**config.mk**
```make
export PLATFORM = sky130hd
export DESIGN_NAME = mem_subword_ctrl_flat
export DESIGN_NICKNAME = d
export VERILOG_FILES = /design/src/rtl/mem_subword_ctrl_if.sv /design/src/rtl/mem_subword_ctrl.sv /design/src/flat_wrapper.sv
export SDC_FILE = /design/constraint.sdc
export NUM_CORES = 1
export LEC_CHECK = 0
export BUFFER_PORTS_ARGS = -buffer_cell sky130_fd_sc_hd__buf_2
export CAP_MARGIN = 10
export CORE_MARGIN = 2
export CORE_UTILIZATION = 43
export DETAILED_ROUTE_END_ITERATION = 6
export GPL_TIMING_DRIVEN = 1
export PLACE_DENSITY = 0.83
export SYNTH_ARGS = -nofsm -noshare
export SYNTH_HDL_FRONTEND = slang
export SYNTH_SLANG_ARGS = --single-unit
```
**constraint.sdc**
```tcl
create_clock -name CLK -period 2.51 [get_ports CLK]
set_clock_uncertainty 0.1 [all_clocks]
set_input_delay 0.1255 -clock CLK [delete_from_list [all_inputs] [get_ports CLK]]
set_output_delay 0.1255 -clock CLK [all_outputs]
set_load 0.005 [all_outputs]
```
**src/rtl/mem_subword_ctrl_if.sv**
```systemverilog
// Bus bundle for mem_subword_ctrl.
//
// Carries two groups of signals:
//  - MEM-stage request/response: req_valid/req_ready handshake, request fields
//    (we, size, uns, byte address, right-justified store data) and the
//    done/rdata/misalign response.
//  - Single-port word-wide synchronous RAM: mem_en/mem_we/mem_addr/mem_wdata
//    toward the RAM, mem_rdata back. Read data arrives one cycle after a read.
//
// Modports:
//  slave  - the controller (consumes requests, drives the RAM)
//  master - the environment (pipeline MEM stage plus the RAM itself)
interface mem_subword_ctrl_if #(
    parameter int ADDR_W = 10
);
    logic              req_valid;
    logic              req_ready;
    logic              req_we;
    logic [1:0]        req_size;
    logic              req_uns;
    logic [31:0]       req_addr;
    logic [31:0]       req_wdata;
    logic              done;
    logic [31:0]       rdata;
    logic              misalign;
    logic              mem_en;
    logic              mem_we;
    logic [ADDR_W-1:0] mem_addr;
    logic [31:0]       mem_wdata;
    logic [31:0]       mem_rdata;

    modport slave (
        input  req_valid, req_we, req_size, req_uns, req_addr, req_wdata, mem_rdata,
        output req_ready, done, rdata, misalign, mem_en, mem_we, mem_addr, mem_wdata
    );

    modport master (
        output req_valid, req_we, req_size, req_uns, req_addr, req_wdata, mem_rdata,
        input  req_ready, done, rdata, misalign, mem_en, mem_we, mem_addr, mem_wdata
    );
endinterface

```
**src/rtl/mem_subword_ctrl.sv**
```systemverilog
// Data-memory access controller between the MIPS32 MEM stage and a
// single-port, word-wide synchronous RAM without byte enables.
//
// Loads (LB/LBU/LH/LHU/LW) read the word and extract a big-endian lane.
// SW writes directly; SB/SH do read-modify-write so only the addressed lane
// changes. Misaligned halfword/word requests are answered without touching
// the RAM.
//
// Ports:
//  CLK    - system clock, rising edge
//  reset  - asynchronous, active-high
//  bus    - mem_subword_ctrl_if.slave: request/response handshake and RAM port
//
// Response timing after the accepting edge (cycle T):
//  misaligned T+1, SW T+1, load T+2, SB/SH T+3.
module mem_subword_ctrl #(
    parameter int ADDR_W = 10
) (
    input logic             CLK,
    input logic             reset,
    mem_subword_ctrl_if.slave bus
);

    typedef enum logic [2:0] {
        IDLE,
        RD,
        MRG,
        WR,
        RSP
    } state_t;

    state_t state_q, state_nx;

    logic              ready_q, ready_nx;
    logic              done_q, done_nx;
    logic              mis_q, mis_nx;
    logic              en_q, en_nx;
    logic              we_q, we_nx;
    logic              ld_rsp_q, ld_rsp_nx;
    logic [ADDR_W-1:0] addr_q, addr_nx;
    logic [31:0]       wdata_mem_q, wdata_mem_nx;

    // Request fields captured on accept; inputs are ignored afterwards.
    logic        r_we;
    logic [1:0]  r_size;
    logic        r_uns;
    logic [1:0]  r_off;
    logic [31:0] r_wdata;

    // Address bits above the RAM word address are deliberately ignored.
    logic addr_hi_unused;
    assign addr_hi_unused = ^bus.req_addr[31:ADDR_W+2];

    function automatic logic is_misaligned(input logic [1:0] size, input logic [1:0] off);
        logic bad;
        case (size)
            2'b00:   bad = 1'b0;
            2'b01:   bad = off[0];
            default: bad = (off != 2'b00);
        endcase
        return bad;
    endfunction

    // Big-endian lane select with sign/zero extension.
    function automatic logic [31:0] lane_extract(input logic [31:0] word,
                                                 input logic [1:0]  size,
                                                 input logic [1:0]  off,
                                                 input logic        uns);
        logic [7:0]  b;
        logic [15:0] h;
        logic [31:0] res;
        case (off)
            2'd0:    b = word[31:24];
            2'd1:    b = word[23:16];
            2'd2:    b = word[15:8];
            default: b = word[7:0];
        endcase
        h = off[1] ? word[15:0] : word[31:16];
        case (size)
            2'b00:   res = uns ? {24'h0, b} : {{24{b[7]}}, b};
            2'b01:   res = uns ? {16'h0, h} : {{16{h[15]}}, h};
            default: res = word;
        endcase
        return res;
    endfunction

    // Replace only the addressed lane of the old word with store data.
    function automatic logic [31:0] lane_merge(input logic [31:0] word,
                                               input logic [1:0]  size,
                                               input logic [1:0]  off,
                                               input logic [31:0] wdata);
        logic [31:0] m;
        m = word;
        if (size == 2'b00) begin
            case (off)
                2'd0:    m[31:24] = wdata[7:0];
                2'd1:    m[23:16] = wdata[7:0];
                2'd2:    m[15:8]  = wdata[7:0];
                default: m[7:0]   = wdata[7:0];
            endcase
        end else if (off[1]) begin
            m[15:0] = wdata[15:0];
        end else begin
            m[31:16] = wdata[15:0];
        end
        return m;
    endfunction

    // Next-state and next-output logic. Outputs are registered, so each
    // state's outputs are computed on the transition into it.
    always_comb begin
        state_nx     = state_q;
        ready_nx     = 1'b0;
        done_nx      = 1'b0;
        mis_nx       = 1'b0;
        en_nx        = 1'b0;
        we_nx        = 1'b0;
        ld_rsp_nx    = 1'b0;
        addr_nx      = addr_q;
        wdata_mem_nx = wdata_mem_q;
        case (state_q)
            IDLE: begin
                ready_nx = 1'b1;
                if (bus.req_valid) begin
                    ready_nx = 1'b0;
                    if (is_misaligned(bus.req_size, bus.req_addr[1:0])) begin
                        state_nx = RSP;
                        done_nx  = 1'b1;
                        mis_nx   = 1'b1;
                    end else if (bus.req_we && bus.req_size[1]) begin
                        state_nx     = WR;
                        en_nx        = 1'b1;
                        we_nx        = 1'b1;
                        addr_nx      = bus.req_addr[ADDR_W+1:2];
                        wdata_mem_nx = bus.req_wdata;
                        done_nx      = 1'b1;
                    end else begin
                        state_nx = RD;
                        en_nx    = 1'b1;
                        addr_nx  = bus.req_addr[ADDR_W+1:2];
                    end
                end
            end
            RD: begin
                state_nx = MRG;
                // A load completes in MRG, where the RAM word appears.
                if (!r_we) begin
                    done_nx   = 1'b1;
                    ld_rsp_nx = 1'b1;
                end
            end
            MRG: begin
                if (!r_we) begin
                    state_nx = IDLE;
                    ready_nx = 1'b1;
                end else begin
                    state_nx     = WR;
                    en_nx        = 1'b1;
                    we_nx        = 1'b1;
                    wdata_mem_nx = lane_merge(bus.mem_rdata, r_size, r_off, r_wdata);
                    done_nx      = 1'b1;
                end
            end
            WR, RSP: begin
                state_nx = IDLE;
                ready_nx = 1'b1;
            end
            default: begin
                state_nx = IDLE;
                ready_nx = 1'b1;
            end
        endcase
    end

    always_ff @(posedge CLK or posedge reset) begin
        if (reset) begin
            state_q     <= IDLE;
            ready_q     <= 1'b1;
            done_q      <= 1'b0;
            mis_q       <= 1'b0;
            en_q        <= 1'b0;
            we_q        <= 1'b0;
            ld_rsp_q    <= 1'b0;
            addr_q      <= '0;
            wdata_mem_q <= '0;
        end else begin
            state_q     <= state_nx;
            ready_q     <= ready_nx;
            done_q      <= done_nx;
            mis_q       <= mis_nx;
            en_q        <= en_nx;
            we_q        <= we_nx;
            ld_rsp_q    <= ld_rsp_nx;
            addr_q      <= addr_nx;
            wdata_mem_q <= wdata_mem_nx;
        end
    end

    always_ff @(posedge CLK) begin
        if (state_q == IDLE && bus.req_valid) begin
            r_we    <= bus.req_we;
            r_size  <= bus.req_size;
            r_uns   <= bus.req_uns;
            r_off   <= bus.req_addr[1:0];
            r_wdata <= bus.req_wdata;
        end
    end

    assign bus.req_ready = ready_q;
    assign bus.done      = done_q;
    assign bus.misalign  = mis_q;
    assign bus.mem_en    = en_q;
    assign bus.mem_we    = we_q;
    assign bus.mem_addr  = addr_q;
    assign bus.mem_wdata = wdata_mem_q;

    // The RAM's own output register is the pipeline stage for load data, so
    // rdata is a lane select from it, gated by the registered load-response
    // flag (zero whenever done is not a load completion).
    assign bus.rdata = ld_rsp_q ? lane_extract(bus.mem_rdata, r_size, r_off, r_uns) : 32'h0;

endmodule

```
**src/flat_wrapper.sv**
```systemverilog
// flat-port wrapper written by rule: the top's interface ports become plain ports
module mem_subword_ctrl_flat 
#(
    parameter int ADDR_W = 10
)
  (CLK, reset, bus_req_valid, bus_req_we, bus_req_size, bus_req_uns, bus_req_addr, bus_req_wdata, bus_mem_rdata, bus_req_ready, bus_done, bus_rdata, bus_misalign, bus_mem_en, bus_mem_we, bus_mem_addr, bus_mem_wdata);
  mem_subword_ctrl_if #(.ADDR_W(ADDR_W)) bus_i ();
  input logic CLK;
  input logic reset;
  input wire logic [$bits(bus_i.req_valid)-1:0] bus_req_valid;
  input wire logic [$bits(bus_i.req_we)-1:0] bus_req_we;
  input wire logic [$bits(bus_i.req_size)-1:0] bus_req_size;
  input wire logic [$bits(bus_i.req_uns)-1:0] bus_req_uns;
  input wire logic [$bits(bus_i.req_addr)-1:0] bus_req_addr;
  input wire logic [$bits(bus_i.req_wdata)-1:0] bus_req_wdata;
  input wire logic [$bits(bus_i.mem_rdata)-1:0] bus_mem_rdata;
  output wire logic [$bits(bus_i.req_ready)-1:0] bus_req_ready;
  output wire logic [$bits(bus_i.done)-1:0] bus_done;
  output wire logic [$bits(bus_i.rdata)-1:0] bus_rdata;
  output wire logic [$bits(bus_i.misalign)-1:0] bus_misalign;
  output wire logic [$bits(bus_i.mem_en)-1:0] bus_mem_en;
  output wire logic [$bits(bus_i.mem_we)-1:0] bus_mem_we;
  output wire logic [$bits(bus_i.mem_addr)-1:0] bus_mem_addr;
  output wire logic [$bits(bus_i.mem_wdata)-1:0] bus_mem_wdata;
  assign bus_i.req_valid = bus_req_valid;
  assign bus_i.req_we = bus_req_we;
  assign bus_i.req_size = bus_req_size;
  assign bus_i.req_uns = bus_req_uns;
  assign bus_i.req_addr = bus_req_addr;
  assign bus_i.req_wdata = bus_req_wdata;
  assign bus_i.mem_rdata = bus_mem_rdata;
  assign bus_req_ready = bus_i.req_ready;
  assign bus_done = bus_i.done;
  assign bus_rdata = bus_i.rdata;
  assign bus_misalign = bus_i.misalign;
  assign bus_mem_en = bus_i.mem_en;
  assign bus_mem_we = bus_i.mem_we;
  assign bus_mem_addr = bus_i.mem_addr;
  assign bus_mem_wdata = bus_i.mem_wdata;
  mem_subword_ctrl #(.ADDR_W(ADDR_W)) u_core (.CLK(CLK), .reset(reset), .bus(bus_i));
endmodule
```
==> results.sh <==
export IMPL_worstMarginPinSlew_ns=0.7865
export IMPL_path_class="reg -> out"
export IMPL_wl_per_cell_um=18.24
export IMPL_crit_arrival_ns=2.11
export IMPL_fin_crit_sh_pct=93.06
export IMPL_ios=182
export IMPL_cpMaxStageDelayCell="nor3b_2"
export IMPL_syn_num_nets=512
export IMPL_synth_mux_area_share_pct=9.452
export IMPL_report_final_setup_viol=0
export IMPL_p_leak_nw=2.718
export IMPL_max_cap_viol_count=0
export IMPL_grt_pass1_wl_um=20270
export IMPL_h_tree_depth=3
export IMPL_synth_avg_cell_area_um2=9.872
export IMPL_path_delay_family="simple AND/OR/NAND/NOR gates"
export IMPL_rsz0062_at_grt="no"
export IMPL_synth_compound_area_share_pct=24.33
export IMPL_rows=35
export IMPL_hold_worst_slack_ns=0.01037
export IMPL_syn_inst=409
export IMPL_die_area_um2=10180
export IMPL_powerDensity_nw_per_um2=907.7
export IMPL_sw_frac_of_total_pct=36.56
export IMPL_cts_sinks=73
export IMPL_postRouteAntennaNets=0
export IMPL_ys_ff_latch=73
export IMPL_finalWirelength_um=13240
export IMPL_start_util_pct=43.90
export IMPL_yosysMostFrequentCell="nand2_1"
export IMPL_p_comb_share_pct=41.8
export IMPL_critical_path_required_ns=2.28
export IMPL_antenna_found_initial=0
export IMPL_cts_made_buffers=9
export IMPL_synth_top_family_by_area="compound AO/OA/AOI/OAI gates"
export IMPL_yosys_area_share_simple_pct=13.79
export IMPL_outcome="completed"
export IMPL_track_usage_pct=25.86
export IMPL_synth_xor_area_share_pct=0
export IMPL_firstDrtPassIters=6
export IMPL_gp_congestion=0.8799
export IMPL_hold_viol=0
export IMPL_intPower_mw=3.257
export IMPL_worst_path_buf_inv=1
export IMPL_clockPowerShare_pct=18.8
export IMPL_yosysWarningCount=0
export IMPL_final_cell_area_um2=5655
export IMPL_cp_cell_sequence="mux4_2 -> nor3b_2 -> a21oi_1 -> a21oi_1 -> buf_2"
export IMPL_clk_latency_ns=0.35
export IMPL_critPathLaunchType="register"
export IMPL_maxSlewViolCount=0
export IMPL_cp_slowest_stage_delay_ns=0.49
export IMPL_tns_ns=0
export IMPL_via_per_inst=5.745
export IMPL_p_sw_mw=1.877
export IMPL_timing_slew_headroom_pct=47.49
export IMPL_place_ws_ns=0.4548
export IMPL_cts_clk_slew_worst_paths_ns=0.07
export IMPL_drc=0
export IMPL_synthDistinctLibCells=49
export IMPL_setup_ws_ns=0.1741
export IMPL_hold_path_class="in -> reg"
export IMPL_crit_fanout=8
export IMPL_peakVddDrop_uv=528.0
export IMPL_grt_max_degree=39
export IMPL_synth_adder_area_share_pct=0
export IMPL_antennaDiodeCount=0
export IMPL_die_h_um=100.9
export IMPL_max_freq_ghz=0.4281
export IMPL_hpwl_um=9469
export IMPL_p_seq_share_pct=39.3
export IMPL_end_kind="output pin"
export IMPL_fin_total_pwr_mw=5.134
export IMPL_ys_top_cells_by_count="nand2_1 (76), dfrtp_1 (50), a21oi_1 (39), o21ai_0 (29), o221ai_1 (24)"
export IMPL_crit_top_cell="a21oi_1"
export IMPL_grt_pass1_vias=3987
export IMPL_cts_max_path_buffers=2
export IMPL_synth_area_leaders="dfrtp_1 (31%), edfxtp_1 (16%), nand2_1 (7.1%)"
export IMPL_num_nets_final=713
export IMPL_cts_root_buf="clkbuf_8"
export IMPL_area_growth_pct=40.07
export IMPL_async_flop_share_pct=69.86
export IMPL_min_period_ns=2.336
export IMPL_num_vias=4171
export IMPL_synth_area_um2=4038
export IMPL_cts_tree="done"
export IMPL_synth_top_area_share_pct=30.99
export IMPL_yosysTopAreaCell="dfrtp_1"
export IMPL_drive_gt1_share_pct=35.28
export IMPL_core_um2=9196
export IMPL_yosysSeqAreaShare_pct=48.00
export IMPL_drt_initial_drc_count=346
export IMPL_fp_dieW_um=100.9
export IMPL_postPlaceCellArea_um2=4955
export IMPL_overflow=0
export IMPL_io_buffers=161
export IMPL_synth_ff_type="dfrtp_1"
export IMPL_synth_edf_count=22
routing by layer:
metal	global-route usage [%]	routed length [um]	share of wire, %	up-vias
met5	0	0	0	-
met4	9.563	318	2.4	0
met3	4.716	992	7.5	26
met2	43.69	6699	51	225
met1	33.14	5233	40	2008
li1	-	-	-	1912
metrics by stage:
stage / utilization, % / instances
floorplan: - / 409
global placement: 53.88 / 662
finish: 61.50 / 726
CTS: 61.25 / 725
detailed placement: 53.88 / 662
global route: 61.50 / 726
worst reg2reg max path: cells and delay by family (launching register included):
family	cells	cell delay, ns
flip-flops	1	0.58
AO/OA/AOI/OAI	2	0.70
buffers and inverters	2	0.49
AND/OR/NAND/NOR	1	0.09
power by group through the flow:
stage | sequential (mW) | clock (mW) | combinational (mW)
2_1_floorplan | 2.01 | 0 | 1.21
3_3_place_gp | 1.99 | 0 | 2.02
3_5_place_dp | 2.03 | 0 | 2.07
4_1_cts | 2.01 | 0.988 | 2.14
5_1_grt | 2.07 | 1.06 | 2.37
6_report | 2.02 | 0.967 | 2.15
worst paths after layout:
kind / from / end / slack (ns) / depth (start not counted)
worst max register to register: u_core.state_q[0] / u_core.bus.mem_wdata[24] / 0.42 / 5
min in group asynchronous: reset / u_core.bus.mem_wdata[6] / 0.37 / 3
worst min-delay path: bus_req_wdata[29] / u_core.bus.mem_wdata[29] / 0.01 / 3
worst min register to register: u_core.bus.mem_addr[7] / u_core.bus.mem_addr[7] / 0.40 / 1
max in group asynchronous: reset / u_core.bus.mem_we / 1.22 / 4
worst max-delay path: u_core.r_off[1] / bus_rdata[9] / 0.17 / 5
logic make-up after synthesis:
logic type / count (synthesis)
AO/OA/AOI/OAI: 143
AND/OR/NAND/NOR: 118
flip-flops: 73
buffers and inverters: 40
multiplexers: 35
cell usage in the layout, fill, tap and decap left out, drive strengths merged, types with 4 or more instances in the layout:
cell           n
dlygate4sd3   48
o211ai         9
nand2         76
dfrtp         50
o21ai         30
o221ai        24
inv            6
nor2b          4
clkbuf        12
a21o           8
a21oi         39
edfxtp        22
mux2i         19
mux2          15
nor2          17
o21a           7
nand3b         5
a2bb2oi       16
buf          175
layout make-up:
cell class              instances  area [um^2]
flip-flops and latches         73         1938
inverters                       7        26.28
multi-input cells             296         1941
repair buffers                223         1404
fillers                       802         3541
well taps                     111        138.9
clock buffers                  12        156.4
clock inverters                 4        51.30
sequential cells by signal, summed over array words and instances (netlist names), 2 cells and up:
signal                flops
u_core.r_off              2
u_core.r_size             2
u_core.bus.mem_wdata     32
u_core.bus.mem_addr      10
u_core.state_q            3
u_core.r_wdata           16
what timing repair did:
| item | 4_1_cts | 5_1_grt |
|---|---|---|
| setup buffers | 0 | 0 |
| resized for setup | 0 | 2 |
| setup endpoints to repair | 0 | 7 |
| hold endpoints to repair | 89 | 1 |
| hold buffers | 47 | 1 |
No activity file was read; power rests on OpenSTA's default activity.
